===== src/rtl/tbuf_bus_arbiter_if.sv =====
// Bus-side signal bundle of the tristate bus arbiter.
// master: the arbiter (samples req, drives the enables and status).
// slave : the bus clients / pad macro (drive req, observe the enables).
// Optional macro TBUF_ARB_PARK_EN adds park_en for the bus keeper buffer.
interface tbuf_bus_arbiter_if #(
    parameter int N_REQ = 4
);
    localparam int ID_W = $clog2(N_REQ);

    logic [N_REQ-1:0] req;
    logic [N_REQ-1:0] en;
    logic [ID_W-1:0]  gnt_id;
    logic             gnt_valid;
    logic             turn;
`ifdef TBUF_ARB_PARK_EN
    logic             park_en;

    modport master (input req, output en, gnt_id, gnt_valid, turn, park_en);
    modport slave  (output req, input en, gnt_id, gnt_valid, turn, park_en);
`else
    modport master (input req, output en, gnt_id, gnt_valid, turn);
    modport slave  (output req, input en, gnt_id, gnt_valid, turn);
`endif
endinterface


===== src/rtl/tbuf_bus_arbiter.sv =====
// Round-robin arbiter / sequencer for a shared bus of inverting tristate
// driver groups. Produces registered one-hot EN pins with break-before-make:
// every change of owner passes through TURN_CYC all-low turnaround cycles.
// Optional macro TBUF_ARB_PARK_EN: adds park_en for a bus keeper that is
// active only in IDLE; leaving IDLE then goes through TURN before DRIVE.
module tbuf_bus_arbiter #(
    parameter int N_REQ    = 4,
    parameter int TURN_CYC = 1,
    parameter int MAX_HOLD = 8
) (
    input  logic               CLK,
    input  logic               R,
    tbuf_bus_arbiter_if.master bus
);
    localparam int ID_W   = $clog2(N_REQ);
    localparam int HOLD_W = $clog2(MAX_HOLD + 1);
    localparam int TURN_W = $clog2(TURN_CYC + 1);

    typedef enum logic [1:0] {IDLE, DRIVE, TURN} state_t;

    state_t            state, state_nx;
    logic [N_REQ-1:0]  en_q, en_d;
    logic [ID_W-1:0]   gnt_id_q, gnt_id_d;
    logic              gnt_valid_q, gnt_valid_d;
    logic              turn_q, turn_d;
    logic [HOLD_W-1:0] hold_q, hold_d;
    logic [TURN_W-1:0] tcnt_q, tcnt_d;
    logic [ID_W-1:0]   ptr_q, ptr_d;
    logic              park_q, park_d;

    logic              any_req;
    logic [ID_W-1:0]   sel;
    logic              rel;
    logic              turn_last;
    logic              grant;
    int                idx;

    assign any_req   = |bus.req;
    assign turn_last = (tcnt_q == TURN_W'(TURN_CYC));
    // In DRIVE en_q is the owner's one-hot, so it doubles as the owner mask.
    assign rel = !(|(bus.req & en_q)) ||
                 ((hold_q == HOLD_W'(MAX_HOLD)) && (|(bus.req & ~en_q)));

    // Round-robin pick: first set request above the last owner, wrapping.
    // NOTE: every always_comb output gets a default first so no latch is inferred.
    always_comb begin
        sel = '0;
        idx = 0;
        // Scan farthest-first so the nearest set bit above the pointer wins.
        for (int k = N_REQ; k >= 1; k--) begin
            idx = int'(ptr_q) + k;
            if (idx >= N_REQ) idx = idx - N_REQ;
            if (bus.req[idx]) sel = ID_W'(idx);
        end
    end

    // State and output registers; everything clears asynchronously on R low.
    // NOTE: sequential state uses non-blocking assignments so all registers update together.
    always_ff @(posedge CLK or negedge R) begin
        if (!R) begin
            state       <= IDLE;
            en_q        <= '0;
            gnt_id_q    <= '0;
            gnt_valid_q <= 1'b0;
            turn_q      <= 1'b0;
            hold_q      <= '0;
            tcnt_q      <= '0;
            ptr_q       <= ID_W'(N_REQ - 1);
            park_q      <= 1'b0;
        end else begin
            state       <= state_nx;
            en_q        <= en_d;
            gnt_id_q    <= gnt_id_d;
            gnt_valid_q <= gnt_valid_d;
            turn_q      <= turn_d;
            hold_q      <= hold_d;
            tcnt_q      <= tcnt_d;
            ptr_q       <= ptr_d;
            park_q      <= park_d;
        end
    end

    // Next-state decision: IDLE -> DRIVE (or TURN with a keeper), DRIVE -> TURN, TURN -> DRIVE/IDLE.
    always_comb begin
        state_nx = state;
        case (state)
            IDLE: begin
`ifdef TBUF_ARB_PARK_EN
                if (any_req) state_nx = TURN;
`else
                if (any_req) state_nx = DRIVE;
`endif
            end
            DRIVE:   if (rel) state_nx = TURN;
            TURN:    if (turn_last) state_nx = any_req ? DRIVE : IDLE;
            default: state_nx = IDLE;
        endcase
    end

    // Next values of the registered outputs and counters for each transition.
    always_comb begin
        en_d        = en_q;
        gnt_id_d    = gnt_id_q;
        gnt_valid_d = gnt_valid_q;
        turn_d      = turn_q;
        hold_d      = hold_q;
        tcnt_d      = tcnt_q;
        ptr_d       = ptr_q;
        grant       = 1'b0;
        case (state)
            IDLE: begin
                if (any_req) begin
`ifdef TBUF_ARB_PARK_EN
                    // Keeper drops now; drivers wait out a full turnaround.
                    turn_d = 1'b1;
                    tcnt_d = TURN_W'(1);
`else
                    grant = 1'b1;
`endif
                end
            end
            DRIVE: begin
                if (rel) begin
                    en_d        = '0;
                    gnt_valid_d = 1'b0;
                    turn_d      = 1'b1;
                    tcnt_d      = TURN_W'(1);
                    ptr_d       = gnt_id_q;
                end else if (hold_q != HOLD_W'(MAX_HOLD)) begin
                    hold_d = hold_q + HOLD_W'(1);
                end
            end
            TURN: begin
                if (turn_last) begin
                    turn_d = 1'b0;
                    grant  = any_req;
                end else begin
                    tcnt_d = tcnt_q + TURN_W'(1);
                end
            end
            default: ;
        endcase
        if (grant) begin
            en_d        = N_REQ'(1) << sel;
            gnt_id_d    = sel;
            gnt_valid_d = 1'b1;
            hold_d      = HOLD_W'(1);
            turn_d      = 1'b0;
        end
        park_d = (state_nx == IDLE);
    end

    assign bus.en        = en_q;
    assign bus.gnt_id    = gnt_id_q;
    assign bus.gnt_valid = gnt_valid_q;
    assign bus.turn      = turn_q;
`ifdef TBUF_ARB_PARK_EN
    assign bus.park_en   = park_q;
`endif
endmodule

===== src/flat_wrapper.sv =====
// flat-port wrapper written by rule: the top's interface ports become plain ports
module tbuf_bus_arbiter_flat 
#(
    parameter int N_REQ    = 4,
    parameter int TURN_CYC = 1,
    parameter int MAX_HOLD = 8
)
  (CLK, R, bus_req, bus_en, bus_gnt_id, bus_gnt_valid, bus_turn);
  tbuf_bus_arbiter_if #(.N_REQ(N_REQ)) bus_i ();
  input  logic CLK;
  input  logic R;
  input wire logic [$bits(bus_i.req)-1:0] bus_req;
  output wire logic [$bits(bus_i.en)-1:0] bus_en;
  output wire logic [$bits(bus_i.gnt_id)-1:0] bus_gnt_id;
  output wire logic [$bits(bus_i.gnt_valid)-1:0] bus_gnt_valid;
  output wire logic [$bits(bus_i.turn)-1:0] bus_turn;
  assign bus_i.req = bus_req;
  assign bus_en = bus_i.en;
  assign bus_gnt_id = bus_i.gnt_id;
  assign bus_gnt_valid = bus_i.gnt_valid;
  assign bus_turn = bus_i.turn;
  tbuf_bus_arbiter #(.N_REQ(N_REQ), .TURN_CYC(TURN_CYC), .MAX_HOLD(MAX_HOLD)) u_core (.CLK(CLK), .R(R), .bus(bus_i));
endmodule

===== config.mk =====
export PLATFORM = sky130hd
export DESIGN_NAME = tbuf_bus_arbiter_flat
export DESIGN_NICKNAME = d
export VERILOG_FILES = /design/src/rtl/tbuf_bus_arbiter_if.sv /design/src/rtl/tbuf_bus_arbiter.sv /design/src/flat_wrapper.sv
export SDC_FILE = /design/constraint.sdc
export NUM_CORES = 1
export LEC_CHECK = 0
export BUFFER_PORTS_ARGS = -buffer_cell sky130_fd_sc_hd__buf_2
export CORE_AREA = 2 2 70 72
export CTS_CLUSTER_SIZE = 20
export DETAILED_ROUTE_END_ITERATION = 8
export DIE_AREA = 0 0 72 74
export PLACE_DENSITY = 0.47
export SLEW_MARGIN = 20
export SYNTH_ARGS = -nofsm -noshare
export SYNTH_HDL_FRONTEND = slang
export SYNTH_SLANG_ARGS = --single-unit

===== constraint.sdc =====
create_clock -name CLK -period 1.65 [get_ports CLK]
set_input_delay 0.165 -clock CLK [delete_from_list [all_inputs] [get_ports CLK]]
set_output_delay 0.165 -clock CLK [all_outputs]
set_load 0.03 [all_outputs]

Word-level counts from Yosys, hierarchy flattened
Cells that the tools add are included.

Bits in registers: 17. Input bits: 6.

Add/subtract/negate cells: 10. $lt $le $gt $ge: 8. Equal/unequal tests: 10. Shift-type cells: 1. Muxes and demuxes: 44. Bitwise gates (word level): 3. Reduce and logical (&&, ||, !) cells: 18.

Operators by type and width (number): 32-bit by 4-bit greater-or-equal comparator with 1-bit output (second input constant) (4); 32-bit by 4-bit less-than comparator with 1-bit output (second input constant) (4); 32-bit 2-to-1 mux (4); 32-bit by 4-bit subtractor with 32-bit output (second input constant) (4); 4-bit 2-to-1 mux (7); 1-bit 2-to-1 mux (18); 2-bit 2-to-1 mux (7); 4-bit OR reduction (3); 3-bit AND reduction (3); 4-bit AND (2); 1-bit binary-select mux with 2-bit select (4); 2-bit nonzero test (4); 2-bit by 2-bit adder with 3-bit output (second input constant) (2); 2-bit by 1-bit inequality test with 1-bit output (second input constant) (3); 3-bit by 1-bit inequality test with 1-bit output (second input constant) (2); 1-bit one-hot mux with 2 select lines (3); 2-bit one-hot mux with 3 select lines (1); 2-bit AND reduction (3); 2-bit by 3-bit adder with 4-bit output (second input constant) (1); 4-bit by 1-bit adder with 4-bit output (second input constant) (1); 4-bit == test (second input constant) (1); 4-bit inequality test (second input constant) (1); 4-bit inverter (1); 1-bit by 2-bit << shifter with 4-bit output (first input constant) (1); other kinds (10) (10).

Depth between registers and ports, before layout
Gate-level depths: netlist (run 1).

Depth in word-level cells: 12. Gate-level depth with buffers: 7.

Worst setup path after synthesis (run 1)
No wires, ideal clock.

Path type: register -> register. Start: reg u_core.en_q[0] (netlist: u_core.bus.en[0]). End: reg u_core.ptr_q[0]. Library setup time: 85 ps. Arrival time: 1453 ps. Data required time: 1565 ps. Slack: 112 ps. Stages on the path, launching flop included: 5. Path buffers: 0. Period minus slack after synthesis: 1538 ps. Path through: dfrtp_1 > a22o_1 > nor2_1 > o21ai_2 > mux2_1.

Word-level cells in the longest chain between the ends: 6.

Ends and longest elaborated chain: start: declaration (line tbuf_bus_arbiter.sv:22) `logic [N_REQ-1:0] en_q, en_d;`; start signal: assignment (line tbuf_bus_arbiter.sv:72) `en_q <= en_d;`; 4-bit inverter (line tbuf_bus_arbiter.sv:42) `((hold_q == HOLD_W'(MAX_HOLD)) && (|(bus.req & ~en_q)));`; 4-bit AND (line tbuf_bus_arbiter.sv:42); 4-bit OR reduction (line tbuf_bus_arbiter.sv:42); 1-bit logical AND (line tbuf_bus_arbiter.sv:42); 1-bit logical OR * (line tbuf_bus_arbiter.sv:41) `assign rel = !(|(bus.req & en_q)) ||`; 2-bit AND reduction (no line) *; end signal: assignment (line tbuf_bus_arbiter.sv:68) `ptr_q <= ID_W'(N_REQ - 1);`; end signal: assignment (line tbuf_bus_arbiter.sv:78) `ptr_q <= ptr_d;`; end: declaration (line tbuf_bus_arbiter.sv:28) `logic [ID_W-1:0] ptr_q, ptr_d;`.

Mark *: on every way between the ends. The rest lies on a longest branch, timed or not. A chain may end at the register's enable or synchronous reset.

Final worst setup path (run 1)
Start: reg u_core.hold_q[1]. End: reg u_core.ptr_q[1].

Word-level cells in the longest chain between the ends: 4.

Ends and longest elaborated chain: start: declaration (line tbuf_bus_arbiter.sv:26) `logic [HOLD_W-1:0] hold_q, hold_d;`; start signal: assignment (line tbuf_bus_arbiter.sv:76) `hold_q <= hold_d;`; 4-bit == test (line tbuf_bus_arbiter.sv:42); 1-bit logical AND (line tbuf_bus_arbiter.sv:42); 1-bit logical OR (line tbuf_bus_arbiter.sv:41); 2-bit AND reduction (no line).

Every way passes these cells.

==> results of run 1 <==
==> layer usage <==
layer,global-route usage,share of wire
met5,0,0
met4,0.0314,0.0067
met3,0.0163,0.022
met2,0.160,0.49
met1,0.123,0.48
==> logic make-up (layout without fill, tap and decap cells) <==
| kind of cell | Yosys count | in the layout | share of synthesized area |
|---|---|---|---|
| xor gates and xnor gates | 2 | 2 | 0.0170 |
| DFF | 17 | 17 | 0.415 |
| buffers and inverters | 7 | 39 | 0.0291 |
| and+or+nand+nor | 28 | 28 | 0.147 |
| adders and majority gates | 7 | 7 | 0.0848 |
| muxes | 5 | 5 | 0.0521 |
| AOI/OAI and AO/OA | 35 | 35 | 0.256 |
==> timing repair <==
action | in CTS | in global routing
hold buffers | 1 | 0
hold endpoints to repair | 15 | 0
cloned | 0 | 0
pin swaps | 0 | 3
resized for setup | 0 | 10
buffers inserted | 0 | 4
endpoints found under the setup margin | 2 | 7
==> sequential cells by signal, summed over array words and instances, names as in the netlist <==
name / flops
u_core.bus.gnt_valid: 1
u_core.bus.turn: 1
u_core.tcnt_q: 1
u_core.hold_q: 4
u_core.state: 2
u_core.ptr_q: 2
u_core.bus.gnt_id: 2
u_core.bus.en: 4
==> placed cells by master, fill, tap and decap left out, types with 2 or more instances in the layout <==
master | netlist | routed
sky130_fd_sc_hd__o21ai_0 | 9 | 9
sky130_fd_sc_hd__o2111ai_1 | 2 | 2
sky130_fd_sc_hd__clkbuf_8 | 0 | 3
sky130_fd_sc_hd__dfrtp_1 | 15 | 15
sky130_fd_sc_hd__ha_1 | 7 | 5
sky130_fd_sc_hd__mux2i_1 | 2 | 2
sky130_fd_sc_hd__buf_2 | 0 | 13
sky130_fd_sc_hd__inv_1 | 6 | 4
sky130_fd_sc_hd__dfstp_2 | 2 | 2
sky130_fd_sc_hd__mux2_4 | 0 | 2
sky130_fd_sc_hd__nand3b_1 | 2 | 2
sky130_fd_sc_hd__nand2b_1 | 8 | 8
sky130_fd_sc_hd__a21oi_1 | 4 | 4
sky130_fd_sc_hd__inv_2 | 0 | 2
sky130_fd_sc_hd__nand2_1 | 5 | 5
sky130_fd_sc_hd__nor2_1 | 7 | 7
sky130_fd_sc_hd__a32o_1 | 4 | 4
sky130_fd_sc_hd__a21o_1 | 3 | 3
sky130_fd_sc_hd__a22oi_1 | 2 | 2
sky130_fd_sc_hd__buf_4 | 1 | 14
==> final cells by class <==
class / instances / area (sq um)
Clock buffer: 3 / 41.3
Clock inverter: 1 / 5.00
Fill cell: 472 / 3240
Inverter: 6 / 22.5
Multi-Input combinational cell: 77 / 607
Sequential cell: 17 / 428
Tap cell: 54 / 67.6
Timing Repair Buffer: 29 / 191
==> where the power goes <==
part	total, mW	switching (mW)	internal, mW
combinational	1.42	0.743	0.681
clock	0.315	0.147	0.167
sequential	0.711	0.126	0.586
==> worst reg2reg max path: cells and delay by family (launching register included) <==
kind	cells	cell delay, ns
flops	1	0.38
mux	1	0.33
fa+ha+maj	1	0.15
simple gates	1	0.16
buf+inv	2	0.23
compound gates	2	0.33
==> worst paths after layout <==
check	startpoint	endpoint	slack, ns	cells past startpoint
max	u_core.hold_q[1]	u_core.ptr_q[1]	0.01	7
min	R	u_core.hold_q[1]	0.37	2
max reg2reg	u_core.hold_q[1]	u_core.ptr_q[1]	0.01	7
min reg2reg	u_core.bus.gnt_valid	u_core.bus.gnt_valid	0.48	1
max in group asynchronous	R	u_core.ptr_q[1]	0.96	2
min in group CLK	bus_req[0]	u_core.bus.gnt_id[0]	0.38	3
==> metrics, run 1 <==
unrepaired setup endpoints after global routing=true; detailed-route vias per instance=around 4.7; initial core utilization=0.224; clk buf depth=2; Post-Route Setup TNS=0 ns; CTS Buf Count=3; critical setup path kind=reg2reg; Post-synth ARST share=1.00; Max H-tree Level=1; max-slew headroom at the worst pin=0.732; post-route setup slack=approximately 0.013 ns; Hold Worst Slack=approximately 0.37 ns; input/output buffers=13; worst hold-check path type=in2async; critical-path cell list=inv_2 > ha_4 > nand3b_1 > a41oi_2 > buf_4 > o21ai_4 > mux2_4; overall routed net length=2390 um; All-Layer GR Usage=0.0944; violation count after the first detailed-route iteration=22; Worst path top cell family by delay=flip-flops; Cell Count Post-Placement=roughly 180; syn nets=114; post-synthesis sequential area ratio=0.415; max incr delay on CP=about 0.38 ns; cell types with the highest counts after synthesis=sky130_fd_sc_hd__dfrtp_1 (15), sky130_fd_sc_hd__o21ai_0 (9), sky130_fd_sc_hd__nand2b_1 (8); Max IR drop VDD=about 540 uV; data arrival time at the worst-slack endpoint=around 1.8 ns; count of placed standard cells in the final layout, fillers left out=187; full die area=5330 sq um; number of pins with negative max-slew slack in the final report=0; via total after detailed routing=882; final number of hold-violating endpoints=0; number of enable flip-flop cells after synthesis=0; maximum fanout count along the critical path=7; setup-violating endpoint count in the final report=0; YS warnings=0; clock-pin slew of the registers on the worst-case setup and hold paths=0.07 ns; chip height=74 um; transition at the pin with the smallest max-transition slack=0.402 ns; kind of start point of the critical path=flop; maximum number of pins on one net before global-route repair=18; cell area power density=1800 nW/um^2; Static Leak=0.619 nW; type of element capturing the critical path=flop; ant diodes=0; number of clock sinks seen by CTS=17; DR pass1 iterations=4; Skew-Pair Late Insertion Delay=0.25 ns; cell taking the most area after synthesis=sky130_fd_sc_hd__dfrtp_1; status=finished, final reports clean; share of layout cells above drive strength 1=0.361; global-route wire length before repair=roughly 3900 um; Design Power=between 2 and 2.5 mW; remaining antenna violation count=0; GRT overflow=0; Syn Area/Cell=10.2 sq um; fraction of synthesized cell area taken by the top area cell type=0.364; mapped cell area=1030 sq um; number of distinct standard cells referenced by the synthesized netlist=37; post-detailed-route DRC marker count=0; count of buffer and inverter cells on the critical path=2; final period demand of the worst path=1.64 ns; clock tree from TritonCTS=built; final RePlAce weighted congestion=0.731; synthesized instance count=101; I/O pin cnt=14; Final Net Count=roughly 150; routed wirelength normalized by instance count=12.8 um; Main synth FF type=sky130_fd_sc_hd__dfrtp_1; half-perimeter wire length after detailed placement=1840 um; worst path required time=1.83 ns; Fmax=0.611 GHz; clock skew after layout=0.00297 ns; growth of design area from synthesis to finish=32.0%; maxcap violations=0; top post-synthesis cells by area=sky130_fd_sc_hd__dfrtp_1 (36%), sky130_fd_sc_hd__ha_1 (8.5%), sky130_fd_sc_hd__dfstp_2 (5.1%), sky130_fd_sc_hd__nand2b_1 (4.8%), sky130_fd_sc_hd__o21ai_0 (4.4%); period utilization=0.992; utilization after layout=0.296; critical path's slowest cell=sky130_fd_sc_hd__dfrtp_1; x dimension of the die=72 um; vias in the first global route=847; most frequent cell after synthesis=sky130_fd_sc_hd__dfrtp_1; clock tree root driver cell=sky130_fd_sc_hd__clkbuf_8; worst slack, placed=-0.00797 ns; total non-filler cell area in the finished layout=1360 sq um; Core ar.=4600 sq um; register bit count reported by yosys=17; number of standard-cell rows in the floorplan=25; initial antenna violation count=0; dpl cell area=roughly 1200 sq um
Note: power is estimated with default switching activity, not from simulation.
==> run 2: changes to the inputs <==
--- a/config.mk
+++ b/config.mk
@@ -6,11 +6,13 @@
 export NUM_CORES = 1
 export LEC_CHECK = 0
 export BUFFER_PORTS_ARGS = -buffer_cell sky130_fd_sc_hd__buf_2
+export CELL_PAD_IN_SITES_DETAIL_PLACEMENT = 0
+export CELL_PAD_IN_SITES_GLOBAL_PLACEMENT = 2
 export CORE_AREA = 2 2 70 72
 export CTS_CLUSTER_SIZE = 20
 export DETAILED_ROUTE_END_ITERATION = 8
 export DIE_AREA = 0 0 72 74
-export PLACE_DENSITY = 0.47
+export PLACE_DENSITY = 0.62
 export SLEW_MARGIN = 20
 export SYNTH_ARGS = -nofsm -noshare
 export SYNTH_HDL_FRONTEND = slang
==> run 2 against run 1 <==
Net effect: clock power up 2%; highest routed layer unchanged; hold slack better by 0.0045 ns; critical path type unchanged; critical endpoint is now u_core.bus.en[2]; wire length up 5.7%; combinational power down 3%; critical path depth down 1; die area unchanged; count of clock-buffer cells in the layout up 1.
==> metrics, run 2 (synthesis results as in run 1) <==
Core ar.=4600 sq um; Final Net Count=~150; violation count after the first detailed-route iteration=42; overall routed net length=2520 um; setup-violating endpoint count in the final report=0; growth of design area from synthesis to finish=30.1%; Skew-Pair Late Insertion Delay=0.25 ns; worst setup path end=u_core.bus.en[2]; status=finished, final reports clean; transition at the pin with the smallest max-transition slack=0.410 ns; worst path required time=1.79 ns; Post-Route Setup TNS=0 ns; max incr delay on CP=0.41 ns; x dimension of the die=between 70 and 80 um; unrepaired setup endpoints after global routing=true; final RePlAce weighted congestion=0.746; ant diodes=0; critical setup path kind=reg2reg; Max H-tree Level=1; GRT overflow=0; reg2reg setup slack=0.05 ns; kind of start point of the critical path=flop; number of cells on the worst reg-to-reg path=6; clock skew after layout=0.00171 ns; critical-path cell list=inv_2 > ha_1 > nand3b_1 > a41oi_2 > o21ai_4 > a32o_1; Fmax=0.626 GHz; Cell Count Post-Placement=179; Static Leak=between 0.6 and 0.7 nW; worst hold-check path type=in2async; maxcap violations=0; count of placed standard cells in the final layout, fillers left out=roughly 190; Worst path top cell family by delay=compound AO/OA/AOI/OAI gates; initial antenna violation count=0; data arrival time at the worst-slack endpoint=1.74 ns; via total after detailed routing=906; worst slack, placed=-0.00677 ns; number of clock sinks seen by CTS=17; half-perimeter wire length after detailed placement=1920 um; I/O pin cnt=14; total non-filler cell area in the finished layout=between 1000 and 1500 sq um; cell area power density=1800 nW/um^2; remaining antenna violation count=0; vias in the first global route=915; utilization after layout=0.292; maximum fanout count along the critical path=7; routed wirelength normalized by instance count=13.5 um; critical register-to-register path startpoint=u_core.hold_q[0]; share of layout cells above drive strength 1=0.331; number of standard-cell rows in the floorplan=25; detailed-route vias per instance=4.84; max-slew headroom at the worst pin=0.727; Max IR drop VDD=approximately 600 uV; initial core utilization=0.224; dpl cell area=1250 sq um; period utilization=0.968; type of element capturing the critical path=flop; CTS Buf Count=3; clk buf depth=2; input/output buffers=13; global-route wire length before repair=4200 um; post-detailed-route DRC marker count=0; full die area=5330 sq um; chip height=approximately 74 um; final period demand of the worst path=1.60 ns; clock-pin slew of the registers on the worst-case setup and hold paths=0.07 ns; logic depth of the worst path, buffers included=6; critical path's slowest cell=sky130_fd_sc_hd__dfrtp_1; maximum number of pins on one net before global-route repair=18; commonest cells after routing, fill and taps aside=sky130_fd_sc_hd__buf_4 (15), sky130_fd_sc_hd__dfrtp_1 (15), sky130_fd_sc_hd__buf_2 (13), sky130_fd_sc_hd__nand2b_1 (8), sky130_fd_sc_hd__o21ai_0 (8); worst r2r dst=u_core.bus.en[2]; final number of hold-violating endpoints=0; clock tree root driver cell=sky130_fd_sc_hd__clkbuf_8; Setup crit start=u_core.hold_q[0]; count of buffer and inverter cells on the critical path=1; clock tree from TritonCTS=built; post-route setup slack=about 0.053 ns; number of pins with negative max-slew slack in the final report=0; DR pass1 iterations=4; All-Layer GR Usage=0.103
## run 2: metrics by stage
step	total power, mW	hold WS, ns
2_1_floorplan	1.57	-0.131
3_3_place_gp	2.01	0.118
3_5_place_dp	2.02	0.119
4_1_cts	2.38	0.392
5_1_grt	2.63	0.424
6_report	2.42	0.373
## run 2: power by group
group          internal (mW)  total, mW  switching [mW]  leakage, nW
clock network          0.171      0.321           0.149       0.0228
logic                  0.646       1.38           0.735        0.387
registers              0.586      0.720           0.135        0.205
total                   1.40       2.42            1.02        0.615
## run 2: per-layer routing
metal / track usage / routed length (um)
met1: 0.128 / 1250
met2: 0.173 / 1180
met3: 0.0325 / 75
met4: 0.0294 / 17
met5: 0 / 0
## run 2: repair_timing
item | 4_1_cts | 5_1_grt
buffers inserted | 0 | 3
cloned | 0 | 0
hold endpoints to repair | 15 | 0
resized for setup | 2 | 4
hold buffers | 1 | 0
pin swaps | 0 | 3
endpoints found under the setup margin | 2 | 8
## run 2: final cells by class
class                      instances  area [sq um]
clock buffer                       4          45.0
fill                             475          3260
inverter                           6          22.5
multi-input combinational         77           592
sequential                        17           428
tap                               54          67.6
timing repair buffer              29           188
## run 2: how the worst min path moves through the flow
stage          startpoint                   end  slack (ns)  depth (start not counted)
3_5_place_dp            R       u_core.state[1]        0.12                          1
4_1_cts                 R       u_core.bus.turn        0.39                          2
2_1_floorplan           R      u_core.bus.en[0]       -0.13                          0
3_3_place_gp            R       u_core.state[1]        0.12                          1
5_1_grt        bus_req[0]  u_core.bus.gnt_id[0]        0.42                          3
6_report                R       u_core.bus.turn        0.37                          2
